--- src/rtl/cache_pkg.sv ---
// Shared types for the cache result FIFO: byte type, checker states and the
// byte-restore helper that undoes the cache stage's output inversion.
package cache_pkg;

  typedef logic [7:0] byte_t;

  typedef enum logic {
    SEQ_SYNC  = 1'b0,
    SEQ_TRACK = 1'b1
  } seq_state_e;

  function automatic byte_t restore_byte(input byte_t b);
    return ~b;
  endfunction

endpackage

--- src/rtl/sync_fifo_mem.sv ---
// DEPTH x 8 register array with one synchronous write port and one
// asynchronous read port; holds FIFO payload only, so it carries no reset.
module sync_fifo_mem
  import cache_pkg::*;
#(
  parameter int DEPTH = 8,
  parameter int AW    = $clog2(DEPTH)
) (
  input  logic          clock,
  input  logic          we,
  input  logic [AW-1:0] waddr,
  input  byte_t         wdata,
  input  logic [AW-1:0] raddr,
  output byte_t         rdata
);

  byte_t mem_q [DEPTH];

  always_ff @(posedge clock) begin
    if (we) begin
      mem_q[waddr] <= wdata;
    end
  end

  assign rdata = mem_q[raddr];

endmodule

--- src/rtl/cache_result_fifo.sv ---
// Restores the cache stage's inverted byte stream, buffers it in a FWFT FIFO
// with valid/ready output, and counts breaks in the incrementing sequence.
module cache_result_fifo
  import cache_pkg::*;
#(
  parameter int DEPTH = 8,
  parameter int CNT_W = 8
) (
  input  logic                     clock,
  input  logic                     clear_n,
  input  logic                     in_valid,
  input  logic [7:0]               in_data,
  output logic                     out_valid,
  input  logic                     out_ready,
  output logic [7:0]               out_data,
  output logic [$clog2(DEPTH):0]   level,
  output logic                     overflow,
  output logic                     in_sync,
  output logic [CNT_W-1:0]         mismatch_count
);

  localparam int AW = $clog2(DEPTH);
  localparam int LW = AW + 1;

  // Output handshake: a byte leaves the FIFO on any edge where out_valid and
  // out_ready are both high; out_ready while out_valid is low has no effect.
  logic [AW-1:0]    wr_ptr_q, wr_ptr_d;
  logic [AW-1:0]    rd_ptr_q, rd_ptr_d;
  logic [LW-1:0]    level_q, level_d;
  logic             overflow_q, overflow_d;
  seq_state_e       state_q, state_d;
  byte_t            expected_q, expected_d;
  logic [CNT_W-1:0] mcnt_q, mcnt_d;

  byte_t restored;
  byte_t head_data;
  logic  full, empty, push, pop;

  assign restored = restore_byte(in_data);
  assign full     = (level_q == LW'(DEPTH));
  assign empty    = (level_q == '0);
  assign pop      = out_ready && !empty;
  // A full FIFO still accepts a byte when the head leaves on the same edge.
  assign push     = in_valid && (!full || pop);

  always_comb begin
    wr_ptr_d   = wr_ptr_q;
    rd_ptr_d   = rd_ptr_q;
    level_d    = level_q;
    overflow_d = overflow_q;
    if (push) begin
      wr_ptr_d = wr_ptr_q + AW'(1);
    end
    if (pop) begin
      rd_ptr_d = rd_ptr_q + AW'(1);
    end
    case ({push, pop})
      2'b10:   level_d = level_q + LW'(1);
      2'b01:   level_d = level_q - LW'(1);
      default: level_d = level_q;
    endcase
    if (in_valid && !push) begin
      overflow_d = 1'b1;
    end
  end

  // Checker watches every offered byte, including ones dropped while full.
  always_comb begin
    state_d    = state_q;
    expected_d = expected_q;
    mcnt_d     = mcnt_q;
    if (in_valid) begin
      expected_d = restored + 8'd1;
      if (state_q == SEQ_SYNC) begin
        state_d = SEQ_TRACK;
      end else if ((restored != expected_q) && (mcnt_q != '1)) begin
        mcnt_d = mcnt_q + CNT_W'(1);
      end
    end
  end

  always_ff @(posedge clock or negedge clear_n) begin
    if (!clear_n) begin
      wr_ptr_q   <= '0;
      rd_ptr_q   <= '0;
      level_q    <= '0;
      overflow_q <= 1'b0;
      state_q    <= SEQ_SYNC;
      expected_q <= '0;
      mcnt_q     <= '0;
    end else begin
      wr_ptr_q   <= wr_ptr_d;
      rd_ptr_q   <= rd_ptr_d;
      level_q    <= level_d;
      overflow_q <= overflow_d;
      state_q    <= state_d;
      expected_q <= expected_d;
      mcnt_q     <= mcnt_d;
    end
  end

  sync_fifo_mem #(
    .DEPTH (DEPTH),
    .AW    (AW)
  ) u_mem (
    .clock (clock),
    .we    (push),
    .waddr (wr_ptr_q),
    .wdata (restored),
    .raddr (rd_ptr_q),
    .rdata (head_data)
  );

  assign out_valid      = !empty;
  assign out_data       = empty ? 8'h00 : head_data;
  assign level          = level_q;
  assign overflow       = overflow_q;
  assign in_sync        = (state_q == SEQ_TRACK);
  assign mismatch_count = mcnt_q;

endmodule
--- config.mk ---
export PLATFORM = sky130hd
export DESIGN_NAME = cache_result_fifo
export DESIGN_NICKNAME = d
export VERILOG_FILES = /design/src/rtl/cache_pkg.sv /design/src/rtl/sync_fifo_mem.sv /design/src/rtl/cache_result_fifo.sv
export SDC_FILE = /design/constraint.sdc
export NUM_CORES = 1
export LEC_CHECK = 0
export ABC_AREA = 1
export ABC_CLOCK_PERIOD_IN_PS = 1900
export BUFFER_PORTS_ARGS = -buffer_cell sky130_fd_sc_hd__buf_2
export CAP_MARGIN = 15
export CORE_ASPECT_RATIO = 2
export CORE_MARGIN = 2
export CORE_UTILIZATION = 51
export CTS_CLUSTER_SIZE = 28
export DETAILED_ROUTE_END_ITERATION = 8
export GPL_ROUTABILITY_DRIVEN = 0
export PLACE_DENSITY = 0.76
export SKIP_CTS_REPAIR_TIMING = 1
export SYNTH_ARGS = -nofsm -noshare
export SYNTH_HDL_FRONTEND = slang
export SYNTH_SLANG_ARGS = --single-unit
--- constraint.sdc ---
create_clock -name clock -period 1.9 [get_ports clock]
set_input_delay 0.38 -clock clock [delete_from_list [all_inputs] [get_ports clock]]
set_output_delay 0.38 -clock clock [all_outputs]
set_load 0.02 [all_outputs]
==> flow_summary_export.csv, run 1 <==
group,metric,value,unit
status,outcome,"finished with violations",
status,violations,"setup timing",
synthesis,synth-compound-area-share,9.36,%
cts,htreeDepth,3,
synthesis,synth_top_family_by_area,"simple AND/OR/NAND/NOR gates",
synthesis,synth_xor_area_share,2.07,%
global_route,grtUsageTotal,23.2,%
timing,tns,-0.791,ns
detailed_routing,drtIter0Drc,200,
timing,fin_crit,2.05,ns
layout,final_area,0.00505,mm^2
layout,register_area,0.00263,mm^2
timing,setup_viol,8,
floorplanning,dieHeight,133,um
synthesis,syn_avg_cell_area,9.85,um^2
cts,cts_inserted_buffers,9,
worst_setup_path,worstSetupPathType,"flip-flop to primary output",
worst_setup_path,required,1.52,ns
timing,fmax,489,MHz
synthesis,synth_seq_cells,92,
layout,syn_to_final_growth,19.3,%
detailed_routing,drc,0,
synthesis,synth_area_leaders,"edfxtp_1 45%, dfrtp_1 17%, nor2_1 7.3%, nand2_1 6.6%, o21ai_1 5.1%",
timing,whs,0.0652,ns
detailed_routing,via_per_inst,5.43,
floorplanning,die_w,68.4,um
timing,slew_violations,0,
pwr,vdd_ir_drop_max,0.000931,V
layout,fillCellCount,632,
cts,clk_pin_slew,0.06,ns
run,drv_cap,0,
synthesis,yosysTopAreaCellShare,45.4,%
cts,cts_buffer_depth,2,
layout,final_cell_mix,"76 x nor2_1, 74 x nand2_1, 64 x edfxtp_1",
synthesis,synth_mux_area_share,0.266,%
worst_setup_path,crit_arrival,1.67,ns
timing,hold_viol,0,
detailed_routing,antenna_left,0,
worst_setup_path,r2r_cells,13,
layout,fin_nets,504,
detailed_routing,wl,9420,um
global_route,grt_pass1_wl,15300,um
layout,final_common_cell,"nor2_1",
synthesis,syn_nets,449,
cts,clk_latency,0.34,ns
pwr,p_leak,2.16,nW
detailed_routing,first_pass_iters,5,
floorplanning,ioPinCount,35,
global_route,first_global_vias,3239,
worst_hold_path,hold_class,"primary input to async pin",
place,post-place-ws,0.0822,ns
floorplanning,num_rows,47,
pwr,p_per_area,1540,mW/mm^2
synthesis,syn_inst,430,
timing,worst_slew_pin_slew,0.656,ns
global_route,antenna_found_initial,0,
timing,skew,0.00648,ns
worst_setup_path,endpoint_kind,"primary output",
timing,rsz0062_at_grt,"yes",
worst_setup_path,cp-start-kind,"flip-flop",
cts,cts.sinks,92,
cts,cts_root_buf,"clkbuf_16",
synthesis,synth_top_cell_by_area,"edfxtp_1",
synthesis,synthAdderAreaFrac,2.24,%
timing,timing.slew.headroom,56.2,%
timing,min_period_over_period,108,%
place,dp_hpwl,6490,um
layout,multi_input_area,0.00144,mm^2
worst_setup_path,worst-path-max-fanout,20,
timing,timing.final.ws_setup,-0.146,ns
floorplanning,start_util,51.8,%
synthesis,yosysSeqAreaShare,61.9,%
place,post_dp_cell_area,0.00464,mm^2
floorplanning,die-area,0.00910,mm^2
detailed_routing,wl_per_cell,16.0,um
synthesis,synth_cell_types,30,
global_route,grt-ovfl-total,0,
layout,n_antenna_cell,0,
floorplanning,core-area,0.00817,mm^2
synthesis,syn_area,0.00424,mm^2
synthesis,yosys.area_share.simple,19.3,%
detailed_routing,vias,3193,
cts,cts_tree,"done",
layout,drive_gt1_share,21.0,%
global_route,grt_max_degree,35,
synthesis,yosys_warnings,0,
place,io_buffers,34,
kinds of logic after synthesis:
logic type,count (synthesis)
compound gates,75
xor+xnor,10
fa+ha+maj,7
buf+inv,50
flops,92
mux,1
simple gates,195
where the power goes:
| part | total [mW] | internal (mW) | switching [mW] | leakage, nW |
|---|---|---|---|---|
| registers | 2.78 | 2.53 | 0.256 | 0.917 |
| clock network | 1.90 | 1.16 | 0.735 | 0.150 |
| logic | 3.08 | 1.19 | 1.88 | 1.09 |
layer usage:
metal  wire length (um)  GRT usage [%]
met3                391           4.59
met5                  0              0
met4                271           12.0
met2               5490           40.3
met1               3260           25.2
path summary, 6_finish.rpt:
path,startpoint,end,slack (ns)
max,rd_ptr_q[0]$_DFFE_PN0N_,out_data[5],-0.15
max in group asynchronous,clear_n,rd_ptr_q[0]$_DFFE_PN0N_,1.36
min in group clock,in_data[0],expected_q[0]$_DFFE_PN0P_,0.31
max reg2reg,level[1]$_DFFE_PN0P_,level[3]$_DFFE_PN0P_,0.20
min,clear_n,mismatch_count[6]$_DFFE_PN0P_,0.07
min reg2reg,overflow$_DFFE_PN0P_,overflow$_DFFE_PN0P_,0.49
layout make-up:
cell class / count / area share, %
Clock buffer: 11 / 4.61
Multi-Input combinational cell: 288 / 28.4
Sequential cell: 92 / 52.0
Inverter: 36 / 2.67
Tap cell: 98 / 2.43
Timing Repair Buffer: 58 / 8.20
Clock inverter: 5 / 1.68
stage by stage:
| stage | power [mW] | util [%] | std cells |
|---|---|---|---|
| 2_1_floorplan | 4.69 | - | 430 |
| 3_3_place_gp | 5.58 | 56.8 | 569 |
| 3_5_place_dp | 5.65 | 56.8 | 569 |
| 4_1_cts | 7.56 | 60.7 | 585 |
| 5_1_grt | 8.25 | 61.8 | 588 |
| 6_report | 7.76 | 61.8 | 588 |
worst max-delay path, cell delays in order (launching register included):
cell     delay, ns
dfrtp_2       0.45
inv_2         0.10
buf_12        0.15
nor2_1        0.05
o21ai_1       0.21
nor2_1        0.07
nor2_1        0.14
buf_4         0.16
registers in the layout (all words and copies together) (netlist names):
signal          count
mismatch_count      8
overflow            1
wr_ptr_q            3
u_mem.mem_q        64
level               4
expected_q          8
in_sync             1
rd_ptr_q            3
cell usage after synthesis:
library cell,number
clkbuf_1,3
nor2_4,1
o22ai_1,2
or2_1,1
o21bai_1,1
nand2_2,3
nand3_1,22
o31ai_1,1
nand2_4,2
dfrtp_1,28
xor2_1,9
nor2_2,4
buf_4,2
buf_2,9
nor2_1,82
or2_2,1
nand2_1,74
a21oi_4,1
inv_1,27
a21o_1,1
a21oi_1,3
nand4_1,5
inv_2,9
mux2_1,1
o21ai_1,43
ha_1,6
edfxtp_1,64
fa_1,1
xnor2_1,1
o21ai_0,23
(Power assumes the default switching activity.)
==> inputs of run 2 (changes only) <==
Settings changed: CELL_PAD_IN_SITES_DETAIL_PLACEMENT set to 2, CELL_PAD_IN_SITES_GLOBAL_PLACEMENT set to 2, CORE_UTILIZATION 51 to 26, PLACE_DENSITY 0.76 to not set, PLACE_DENSITY_LB_ADDON set to 0.1.
==> run 2 against run 1 <==
The flow still finishes with violations (setup timing). Sequential cell count did not move. Register-to-register slack about the same. Worst hold slack got worse by 0.0078 ns. Routed wire length rose by 29%. Core utilization decreased by 30 points. Largest cell class unchanged. Largest power group unchanged. Highest routed layer unchanged.
==> flow_summary_export.csv, run 2 (synthesis gave the netlist of run 1 again) <==
group,metric,value,unit
status,outcome,"finished with violations",
status,violations,"setup timing",
global_route,grt-ovfl-total,0,
layout,n_antenna_cell,0,
cts,cts_tree,"done",
pwr,clkPwrFrac,23.8,%
detailed_routing,first_pass_iters,6,
worst_setup_path,worstSetupPathType,"flip-flop to primary output",
global_route,first_global_vias,3422,
cts,cts_inserted_buffers,9,
place,placed_cells,682,
timing,skew,0.00766,ns
layout,final_common_cell,"nor2_1",
worst_setup_path,r2r_cells,12,
worst_setup_path,slowest_delay,0.45,ns
worst_setup_path,reg2reg_from,"level[2]$_DFFE_PN0P_",
worst_setup_path,path_cells,"clkinv_4 -> buf_4 -> o21ai_1 -> o21ai_1 -> o21ai_1 -> nor2_1 -> buf_2",
cts,clk_pin_slew,0.07,ns
worst_setup_path,startpoint,"rd_ptr_q[0]$_DFFE_PN0N_",
layout,largest_reg_flops,64,
worst_setup_path,cp-start-kind,"flip-flop",
worst_setup_path,r2r_slack,0.21,ns
floorplanning,die_w,94.3,um
place,io_buffers,34,
worst_setup_path,endpoint_kind,"primary output",
cts,clk_latency,0.35,ns
floorplanning,dieHeight,185,um
pwr,p_switching,3.04,mW
run,drv_cap,0,
timing,whs,0.0574,ns
floorplanning,core-area,0.0161,mm^2
pwr,p_sw_share,39.0,%
worst_setup_path,crit_arrival,1.68,ns
place,dp_hpwl,8360,um
global_route,grt_pass1_wl,19500,um
timing,fin_crit,2.06,ns
worst_setup_path,crit_path_frequent_cell,"o21ai_1",
detailed_routing,vias,3167,
floorplanning,ioPinCount,35,
worst_setup_path,cp_num_buf_inv,3,
timing,worst_slew_pin_slew,0.464,ns
detailed_routing,via_per_inst,4.52,
pwr,p_comb_share,40.5,%
layout,fin_nets,510,
worst_hold_path,hold_class,"primary input to async pin",
floorplanning,start_util,26.3,%
detailed_routing,drtIter0Drc,133,
timing,timing.final.ws_setup,-0.161,ns
pwr,p_leak,2.18,nW
timing,timing.slew.headroom,69.0,%
pwr,vdd_ir_drop_max,0.000615,V
pwr,p_per_area,1500,mW/mm^2
pwr,power.internal,4.75,mW
layout,final_cells,700,
timing,rsz0062_at_grt,"yes",
worst_setup_path,critPathTopFamily,"buffers and inverters",
global_route,antenna_found_initial,0,
timing,tns,-1.03,ns
worst_setup_path,required,1.52,ns
detailed_routing,antenna_left,0,
detailed_routing,drc,0,
layout,drive_gt1_share,21.8,%
worst_setup_path,cp.depth,7,
timing,min_period_over_period,108,%
floorplanning,num_rows,66,
cts,cts_buffer_depth,2,
timing,slew_violations,0,
detailed_routing,wl,12200,um
layout,utilization,32.3,%
global_route,grt_max_degree,35,
timing,fmax,485,MHz
floorplanning,die-area,0.0174,mm^2
cts,cts.sinks,92,
timing,setup_viol,8,
global_route,grtUsageTotal,15.1,%
pwr,pwr-share-seq,35.7,%
worst_setup_path,worst-path-max-fanout,7,
pwr,power,7.79,mW
cts,htreeDepth,3,
layout,final_cell_mix,"80 x nor2_1, 74 x nand2_1, 64 x edfxtp_1",
cts,cts_root_buf,"clkbuf_16",
layout,syn_to_final_growth,22.9,%
detailed_routing,wl_per_cell,17.4,um
layout,largest-register,"u_mem.mem_q",
worst_setup_path,cpMaxStageDelayCell,"dfrtp_2",
timing,hold_viol,0,
==> run 2: metal layers <==
layer	GRT usage (%)	wire length [um]	up-vias
met5	0	0	-
met4	5.22	170	0
met3	2.29	211	10
met2	24.7	6110	30
met1	20.2	5690	1571
li1	-	-	1556
==> run 2: worst paths after layout <==
path	endpoint
setup / recovery	out_data[5]
hold / removal	mismatch_count[7]$_DFFE_PN0P_
setup reg to reg	level[3]$_DFFE_PN0P_
hold reg to reg	in_sync$_DFFE_PN0P_
max in group asynchronous	rd_ptr_q[0]$_DFFE_PN0N_
min in group clock	expected_q[0]$_DFFE_PN0P_
==> run 2: worst register-to-register path: cells and delay by family (launching register included) <==
family	cells	cell delay, ns
DFF	1	0.45
and+or+nand+nor	8	0.63
adders and majority gates	1	0.27
buffers and inverters	2	0.10
AOI/OAI and AO/OA	1	0.15
==> run 2: final cells by class <==
class | instances | area, um^2
clock inverter | 7 | 88.8
sequential | 92 | 2630
clock buffer | 9 | 225
inverter | 36 | 140
timing repair buffer | 64 | 442
fill | 1801 | 10900
tap | 204 | 255
multi-input combinational | 288 | 1430
==> run 2: power groups by stage <==
stage                     sequential, mW  combinational [mW]  clock [mW]
after CTS                           2.75                3.08        1.94
after global routing                2.83                3.58        2.00
after global placement              2.79                3.03           0
after detailed placement            2.79                3.07           0
after floorplan                     2.87                1.82           0
final                               2.78                3.15        1.86
==> run 2: metrics by stage <==
stage	instance area [um^2]	setup slack (ns)
floorplan	4240	0.0804
global placement	4810	0.129
detailed placement	4810	0.0721
CTS	5130	-0.320
global route	5200	-0.272
finish	5200	-0.161
==> inputs of run 3 (changes only) <==
Settings changed: BUFFER_PORTS_ARGS -buffer_cell sky130_fd_sc_hd__buf_2 to not set, DONT_BUFFER_PORTS set to 1.
==> run 3 against run 2 <==
The flow still finishes with violations (setup timing). Fmax grew 0.30%. Clock power grew 5%. Global-route usage up 0.48 points. Die area unchanged. Combinational power grew 2%. Worst hold slack improved by 0.098 ns. Total power grew 2.0%. Non-clock buffer count decreased by 28. Critical path depth is 1 higher. First-iteration DRC count down 2.3%. Sequential share of layout area grew 0.66 points. Largest power group unchanged.
==> flow_summary_export.csv, run 3 (synthesis gave the netlist of run 1 again) <==
group,metric,value,unit
timing,slew_violations,0,
cts,cts_inserted_buffers,9,
global_route,grtUsageMet1,18.5,%
floorplanning,core-area,0.0161,mm^2
layout,fin_nets,482,
cts,cts_root_buf,"clkbuf_16",
pwr,power.internal,4.96,mW
pwr,p_switching,2.99,mW
place,dp_hpwl,8910,um
pwr,p_per_area,1550,mW/mm^2
place,post_dp_cell_area,0.00471,mm^2
worst_setup_path,endpoint_kind,"primary output",
timing,rsz0062_at_grt,"yes",
floorplanning,start_util,26.3,%
floorplanning,dieHeight,185,um
layout,fillCellCount,1811,
layout,largest_reg_flops,64,
layout,multi_input_area,0.00145,mm^2
worst_hold_path,hold_class,"primary input to flip-flop",
layout,drive_gt1_share,17.3,%
timing,hold_viol,0,
detailed_routing,wl_per_cell,18.2,um
detailed_routing,wl,12200,um
layout,final_area,0.00514,mm^2
timing,timing.slew.headroom,74.8,%
layout,final_cell_mix,"77 x nor2_1, 73 x nand2_1, 64 x edfxtp_1",
detailed_routing,first_pass_iters,4,
layout,final_common_cell,"nor2_1",
global_route,use_met3,2.70,%
cts,clk_latency,0.34,ns
timing,worst_slew_pin_slew,0.378,ns
worst_setup_path,cp-start-kind,"flip-flop",
timing,min_period_over_period,108,%
pwr,vdd_ir_drop_max,0.000748,V
floorplanning,die_w,94.3,um
timing,fmax,487,MHz
floorplanning,die-area,0.0174,mm^2
pwr,p_leak,2.08,nW
global_route,grt_pass1_wl,20200,um
layout,register_area,0.00263,mm^2
cts,cts.sinks,92,
global_route,grt_max_degree,35,
timing,timing.final.ws_setup,-0.155,ns
detailed_routing,drc,0,
detailed_routing,vias,3146,
detailed_routing,drtIter0Drc,130,
global_route,first_global_vias,3620,
global_route,grt_use_met2,27.8,%
layout,n_antenna_cell,0,
worst_setup_path,crit_arrival,1.67,ns
cts,htreeDepth,3,
detailed_routing,antenna_left,0,
pwr,p_sw_share,37.6,%
pwr,p_comb_share,40.3,%
pwr,pwr-share-seq,35.2,%
place,io_buffers,0,
floorplanning,num_rows,66,
cts,cts_tree,"done",
status,outcome,"finished with violations",
cts,cts_buffer_depth,2,
global_route,grt-ovfl-total,0,
timing,setup_viol,8,
global_route,antenna_found_initial,0,
timing,fin_crit,2.05,ns
global_route,grtUsageTotal,15.6,%
timing,whs,0.156,ns
pwr,clkPwrFrac,24.5,%
timing,skew,0.00723,ns
worst_setup_path,worst-path-max-fanout,20,
worst_setup_path,required,1.52,ns
worst_setup_path,worstSetupPathType,"flip-flop to primary output",
floorplanning,ioPinCount,35,
layout,syn_to_final_growth,21.3,%
global_route,grt.busiest_layer,"met2",
timing,tns,-0.956,ns
status,violations,"setup timing",
detailed_routing,via_per_inst,4.68,
run,drv_cap,0,
layout,largest-register,"u_mem.mem_q",
cts,clk_pin_slew,0.06,ns
## run 3: cell count changes in the layout (fill, tap and decap cells not counted), sizes merged
cell	delta
buf	-29
clkinv	-6
clkbuf	+3
bufinv	+1
clkinvlp	+1
dlygate4sd3	+1
inv	+1
## run 3: power groups by stage
stage | registers, mW | logic, mW | clock network (mW)
floorplan | 2.87 | 1.82 | 0
global placement | 2.79 | 2.99 | 0
detailed placement | 2.82 | 3.12 | 0
CTS | 2.78 | 3.14 | 2.02
global route | 2.84 | 3.63 | 2.10
finish | 2.80 | 3.21 | 1.95
## run 3: metal layers
metal	wire length, um	share of wire (%)	vias up
met2	6680	55	30
met5	0	0	-
met3	227	1.9	11
met1	5110	42	1606
li1	-	-	1499
met4	203	1.7	0
## run 3: worst paths after layout
kind,start,endpoint,slack [ns],cells after the start
min reg2reg,expected_q[3]$_DFFE_PN0P_,expected_q[3]$_DFFE_PN0P_,0.51,2
max in group asynchronous,clear_n,rd_ptr_q[0]$_DFFE_PN0N_,1.21,2
max reg2reg,level[3]$_DFFE_PN0P_,u_mem.mem_q[6][6]$_DFFE_PP_,0.18,6
min,in_valid,expected_q[7]$_DFFE_PN0P_,0.16,1
max,rd_ptr_q[0]$_DFFE_PN0N_,out_data[7],-0.15,8
min in group asynchronous,clear_n,mismatch_count[6]$_DFFE_PN0P_,0.48,2
## run 3: worst max-delay path, cell delays in order, from the launching register on
cell and delay, ns:
dfrtp_2 0.46, buf_12 0.17, nor2_2 0.10, nor2_1 0.04, o21ai_1 0.09, o21ai_1 0.10
o21ai_1 0.15, nor2_1 0.06, buf_4 0.15
## run 3: cell type report
cell class                 count  area share (%)
multi-input combinational    288            28.2
inverter                      36            2.63
sequential                    92            51.1
timing repair buffer          36            6.84
tap                          204            4.97
clock buffer                  12            4.80
clock inverter                 4            1.46
## run 3: through the flow
stage | std cells | util [%] | setup WS, ns | power (mW)
global route | 672 | 31.9 | -0.273 | 8.57
floorplan | 430 | - | 0.0804 | 4.69
finish | 672 | 31.9 | -0.155 | 7.95
CTS | 670 | 31.3 | -0.300 | 7.93
detailed placement | 654 | 29.3 | 0.0875 | 5.94
global placement | 654 | 29.3 | 0.171 | 5.78
